===== config.mk =====
export PLATFORM = sky130hd
export DESIGN_NAME = fifo_rr_arbiter
export DESIGN_NICKNAME = d
export VERILOG_FILES = /design/src/rtl/fifo_rr_arbiter.sv
export SDC_FILE = /design/constraint.sdc
export NUM_CORES = 1
export LEC_CHECK = 0
export CAP_MARGIN = 20
export CORE_UTILIZATION = 41
export DETAILED_ROUTE_END_ITERATION = 8
export PLACE_DENSITY_LB_ADDON = 0.3
export RECOVER_POWER = 25
export SLEW_MARGIN = 25
export SYNTH_ARGS = -nofsm -noshare
export SYNTH_HDL_FRONTEND = slang
export SYNTH_SLANG_ARGS = --single-unit

===== constraint.sdc =====
create_clock -name clk -period 6.6 [get_ports clk]
set_input_delay 1.98 -clock clk [delete_from_list [all_inputs] [get_ports clk]]
set_output_delay 1.98 -clock clk [all_outputs]
set_load 0.1 [all_outputs]

===== src/rtl/fifo_rr_arbiter.sv =====
// Purpose : round-robin push-side arbiter sharing one fifo_flops between NREQ producers.
// Latency : req sampled at edge t -> gnt/fifo_push/fifo_Din valid during t..t+1, stored by FIFO at t+1.
// Backpr. : own occupancy credit counter; no grant when no slot is free after this edge's pop_ack.
//
// Ports:
//   clk, rst        single clock, synchronous active-high reset (shared with the FIFO)
//   req, din        per-producer request and word; producer i uses din[i*BITS +: BITS]
//   gnt             registered one-hot pulse: "your word was taken"
//   fifo_Din/push   registered FIFO write port
//   pop_ack         accepted pop at the FIFO (pop & pndng)
//   level, full_cr  credit occupancy 0..DEPTH, and level == DEPTH
module fifo_rr_arbiter #(
  parameter int NREQ  = 4,
  parameter int BITS  = 16,
  parameter int DEPTH = 16,
  parameter int CW    = $clog2(DEPTH + 1)
) (
  input  logic                 clk,
  input  logic                 rst,
  input  logic [NREQ-1:0]      req,
  input  logic [NREQ*BITS-1:0] din,
  output logic [NREQ-1:0]      gnt,
  output logic [BITS-1:0]      fifo_Din,
  output logic                 fifo_push,
  input  logic                 pop_ack,
  output logic [CW-1:0]        level,
  output logic                 full_cr
);

  localparam int PW = $clog2(NREQ);
  localparam logic [CW-1:0] DEPTH_C = CW'(DEPTH);

  logic [PW-1:0] ptr;
  logic [PW-1:0] winner;
  logic [PW-1:0] ptr_nxt;
  logic          found;
  logic          grant;
  logic          pop_ok;
  logic [CW-1:0] eff;
  logic [CW-1:0] level_nxt;

  // Rotating scan starting at ptr; first requester found wins.
  always_comb begin : pick
    int            idx;
    logic [PW-1:0] sel;
    winner = ptr;
    found  = 1'b0;
    idx    = 0;
    sel    = '0;
    for (int k = 0; k < NREQ; k++) begin
      idx = int'(ptr) + k;
      if (idx >= NREQ) idx = idx - NREQ;
      sel = PW'(idx);
      if (!found && req[sel]) begin
        found  = 1'b1;
        winner = sel;
      end
    end
  end

  // A pop at level 0 has no credit to return and is ignored. The pop frees
  // its slot for the grant decision on the same edge, so a full FIFO with a
  // simultaneous pop still accepts one word.
  always_comb begin
    pop_ok    = pop_ack && (level != '0);
    eff       = level - CW'(pop_ok);
    grant     = found && (eff < DEPTH_C);
    level_nxt = grant ? eff + CW'(1) : eff;
    ptr_nxt   = (winner == PW'(NREQ - 1)) ? '0 : winner + PW'(1);
  end

  always_ff @(posedge clk) begin
    if (rst) begin
      gnt       <= '0;
      fifo_push <= 1'b0;
      fifo_Din  <= '0;
      ptr       <= '0;
      level     <= '0;
      full_cr   <= 1'b0;
    end else begin
      level   <= level_nxt;
      full_cr <= (level_nxt == DEPTH_C);
      if (grant) begin
        gnt       <= NREQ'(1) << winner;
        fifo_push <= 1'b1;
        fifo_Din  <= din[int'(winner)*BITS +: BITS];
        ptr       <= ptr_nxt;
      end else begin
        // fifo_Din and ptr hold their values when idle.
        gnt       <= '0;
        fifo_push <= 1'b0;
      end
    end
  end

endmodule


==> run_results.csv <==
group,metric,value,unit
setup_path,path_cells,"clkdlybuf4s50_1, a21boi_0, ha_1, nor4b_4, xor2_2, nor3_1, nand2b_1, o221ai_1",
global_route,grt_pass1_vias,1621,
sta,hold_viol_final,0,
sta,setup_slack,2227,ps
setup_path,max_stage_delay,450,ps
detailed_routing,highest_layer,"met4",
logic_synthesis,synthesis.instances,186,
logic_synthesis,ys_types,41,
sta,rsz0062_at_grt,"no",
status,status,"complete, no violations",
finish,regArea,580.6,um2
finish,synthToLayoutAreaGrowth,63.10,%
clock_network,tritoncts,"yes",
pwr,power.switching,0.0009262,W
sta,max_slew_margin,31.73,%
setup_path,cp-start-kind,"input port",
clock_network,cts.hold.buffers_added,0,
setup_path,path_class,"in2reg",
clock_network,htreeDepth,2,
detailed_routing,dr.pass1.iters,5,
place,gp_congestion,0.8287,
clock_network,numCtsBuffers,5,
detailed_routing,via_per_inst,5.342,
logic_synthesis,synth_area_leaders,"dfxtp_1 (34%), mux2i_1 (19%), o221ai_1 (8.7%), nand3_1 (4.9%), nor2_1 (2.6%)",
place,dp_slack,1915,ps
setup_path,arrival,4570,ps
clock_network,ctsResizeCount,0,
setup_path,cp_slowest_cell,"clkdlybuf4s50_1",
logic_synthesis,ys_warn_count,0,
clock_network,cts.path.max_buffers,2,
clock_network,root_buffer,"clkbuf_8",
global_route,grt_max_degree,37,
floorplanning,die_h,66.76,um
pwr,leakage,1.121,nW
detailed_routing,ant_nets,0,
place,place_hpwl,3502,um
finish,multi_input_area,0.001051,mm2
detailed_routing,vias,1763,
logic_synthesis,yosys.area.top_type,"dfxtp_1",
sta,finalCriticalPeriod,4373,ps
logic_synthesis,synth_top_area_share,33.77,%
logic_synthesis,synthesis.area,0.001719,mm2
place,port_buffers,97,
detailed_routing,wl_met1,1810,um
sta,setup_viol,0,
finish,drive_above_1_share,6.071,%
detailed_routing,wl_per_cell,13.66,um
detailed_routing,drc,0,
setup_path,r2r.worst_path.cells,8,
finish,nFillCells,333,
floorplanning,rows,23,
clock_network,clock-sinks,29,
global_route,overflow,0,
finish,layout_commonest_cell,"clkdlybuf4s50_1",
sta,finalSetupTns,0,ps
detailed_routing,finalWirelength,4507,um
clock_network,cts_setup_buffers,0,
floorplanning,initial_core_util,42.98,%
global_route,grt_pass1_wl,7127,um
pwr,pwr-share-seq,19.7,%
pwr,internal_power,0.0006607,W
finish,antenna_cells,0,
sta,fmax,0.2287,GHz
detailed_routing,drt-initial-drc-count,73,
hold_path,min_to,"fifo_Din[9]$_SDFFE_PP0N_",
run,cap_violations,0,
sta,slew_viol_final,0,
finish,layout.nets,353,
hold_path,worst_hold_startpoint,"fifo_Din[9]$_SDFFE_PP0N_",
pwr,power_frac_comb,70.1,%
sta,min_period_over_period,66.27,%
logic_synthesis,yosysSeqAreaShare,33.77,%
detailed_routing,route.met2.wl,2181,um
logic_synthesis,synth_fp_nets,260,
global_route,antenna_found_initial,0,
clock_network,clk_latency,280,ps
floorplanning,dieArea,0.004456,mm2
clock_network,clk_pin_slew,60,ps
pwr,ir_drop,0.0002715,V
sta,worst_pin_slew,1021,ps
pwr,powerDensity,566.0,mW/mm2
detailed_routing,met3_length,431,um
setup_path,cp_max_fo,18,
setup_path,cp-end-kind,"register",
logic_synthesis,postSynthAreaPerCell,9.243,um2
setup_path,r2r-start,"level[2]$_SDFF_PP0_",
setup_path,regToRegEndpoint,"fifo_Din[14]$_SDFFE_PP0N_",
floorplanning,die_w,66.76,um
global_route,grt_usage,21.85,%
pwr,sw_frac_of_total,58.36,%
floorplanning,core,0.004000,mm2
setup_path,ff2ff_setup_slack,3710,ps
floorplanning,io_pins,98,
finish,layout_common_cells,"clkdlybuf4s50_1 (83), mux2i_1 (32), dfxtp_1 (29)",
hold_path,whs_path_depth,2,
logic_synthesis,ys_seq_elements,29,
sta,fin_worst_skew,7.095,ps
setup_path,required,6790,ps
hold_path,hold_class,"reg2reg",
pwr,clockPowerShare,10.2,%
[how the worst max path moves through the flow]
stage | start | to | slack, ps | cells after the start
6_report | pop_ack | fifo_Din[14]$_SDFFE_PP0N_ | 2230 | 8
5_1_grt | pop_ack | fifo_Din[13]$_SDFFE_PP0N_ | 1880 | 8
4_1_cts | pop_ack | fifo_Din[8]$_SDFFE_PP0N_ | 2220 | 8
3_5_place_dp | pop_ack | fifo_Din[8]$_SDFFE_PP0N_ | 1920 | 8
3_3_place_gp | pop_ack | fifo_Din[9]$_SDFFE_PP0N_ | 2040 | 8
2_1_floorplan | pop_ack | full_cr$_SDFF_PP0_ | 2770 | 7
[registers in the layout, indices dropped and copies added (netlist names)]
register / flops
fifo_Din: 16
fifo_push: 1
full_cr: 1
gnt: 4
level: 5
ptr: 2
[critical path: cells and delay by family]
family          cells  cell delay [ps]
simple gates        3             1060
compound gates      2              600
buf+inv             1              450
fa+ha+maj           1              300
xor+xnor            1              180
[metrics by stage]
| stage | power (W) | cells | cell area [um2] | hold WS (ps) | util [%] |
|---|---|---|---|---|---|
| after floorplan | 0.001194 | 186 | 1719 | 464.6 | - |
| after global placement | 0.001436 | 322 | 2703 | 466.0 | 67.56 |
| after detailed placement | 0.001444 | 322 | 2703 | 471.8 | 67.56 |
| after CTS | 0.001608 | 330 | 2804 | 490.0 | 70.10 |
| after global routing | 0.001666 | 330 | 2804 | 513.3 | 70.10 |
| final | 0.001587 | 330 | 2804 | 487.5 | 70.10 |
[cells by family after synthesis]
logic type	share of synthesized area [%]
and+or+nand+nor	19.29
AOI/OAI and AO/OA	16.88
muxes	18.63
DFF	33.77
buffers and inverters	5.749
xor gates and xnor gates	3.494
adders and majority gates	2.184
[power groups by stage]
stage,combinational [W],clock (W),sequential (W)
6_report,0.00111,0.000161,0.000312
5_1_grt,0.00117,0.000170,0.000323
4_1_cts,0.00113,0.000163,0.000314
3_5_place_dp,0.00113,0,0.000316
3_3_place_gp,0.00112,0,0.000314
2_1_floorplan,0.000364,0,0.000830
[per-layer routing]
| layer | track usage (%) | vias to the layer above |
|---|---|---|
| li1 | - | 883 |
| met1 | 25.65 | 785 |
| met2 | 34.47 | 86 |
| met3 | 7.877 | 9 |
| met4 | 11.44 | 0 |
| met5 | 0 | - |
[cell usage after synthesis]
master / n
nor3b_1: 2
clkbuf_1: 2
xor2_1: 3
buf_4: 2
o221ai_1: 17
or3_1: 2
dfxtp_1: 29
a211oi_1: 2
o211ai_1: 1
a22oi_1: 1
a221oi_2: 1
nand3_1: 17
a21boi_0: 2
nand2_2: 1
xor2_2: 1
a21o_1: 2
nor2b_1: 3
o311ai_0: 1
o31ai_1: 1
nand3b_1: 1
clkinv_1: 1
buf_6: 1
nor2_2: 1
o21bai_1: 1
nand2b_1: 3
xnor2_1: 2
mux2i_1: 32
inv_1: 7
nor3_1: 6
or2_2: 2
nor4b_4: 1
nor2_1: 12
ha_1: 3
nand2_1: 2
o21ai_0: 5
and3b_1: 1
o21a_1: 1
a21oi_1: 2
buf_2: 7
nor4_1: 3
and2b_1: 2
[final cells by class]
class | count | share of cell area, %
clock buffer | 7 | 3.436
clock inverter | 1 | 0.1785
inverter | 8 | 1.071
multi-input combinational | 137 | 37.48
timing repair buffer | 98 | 34.90
tap | 50 | 2.231
sequential | 29 | 20.71
No activity file was read; power rests on OpenSTA's default activity.
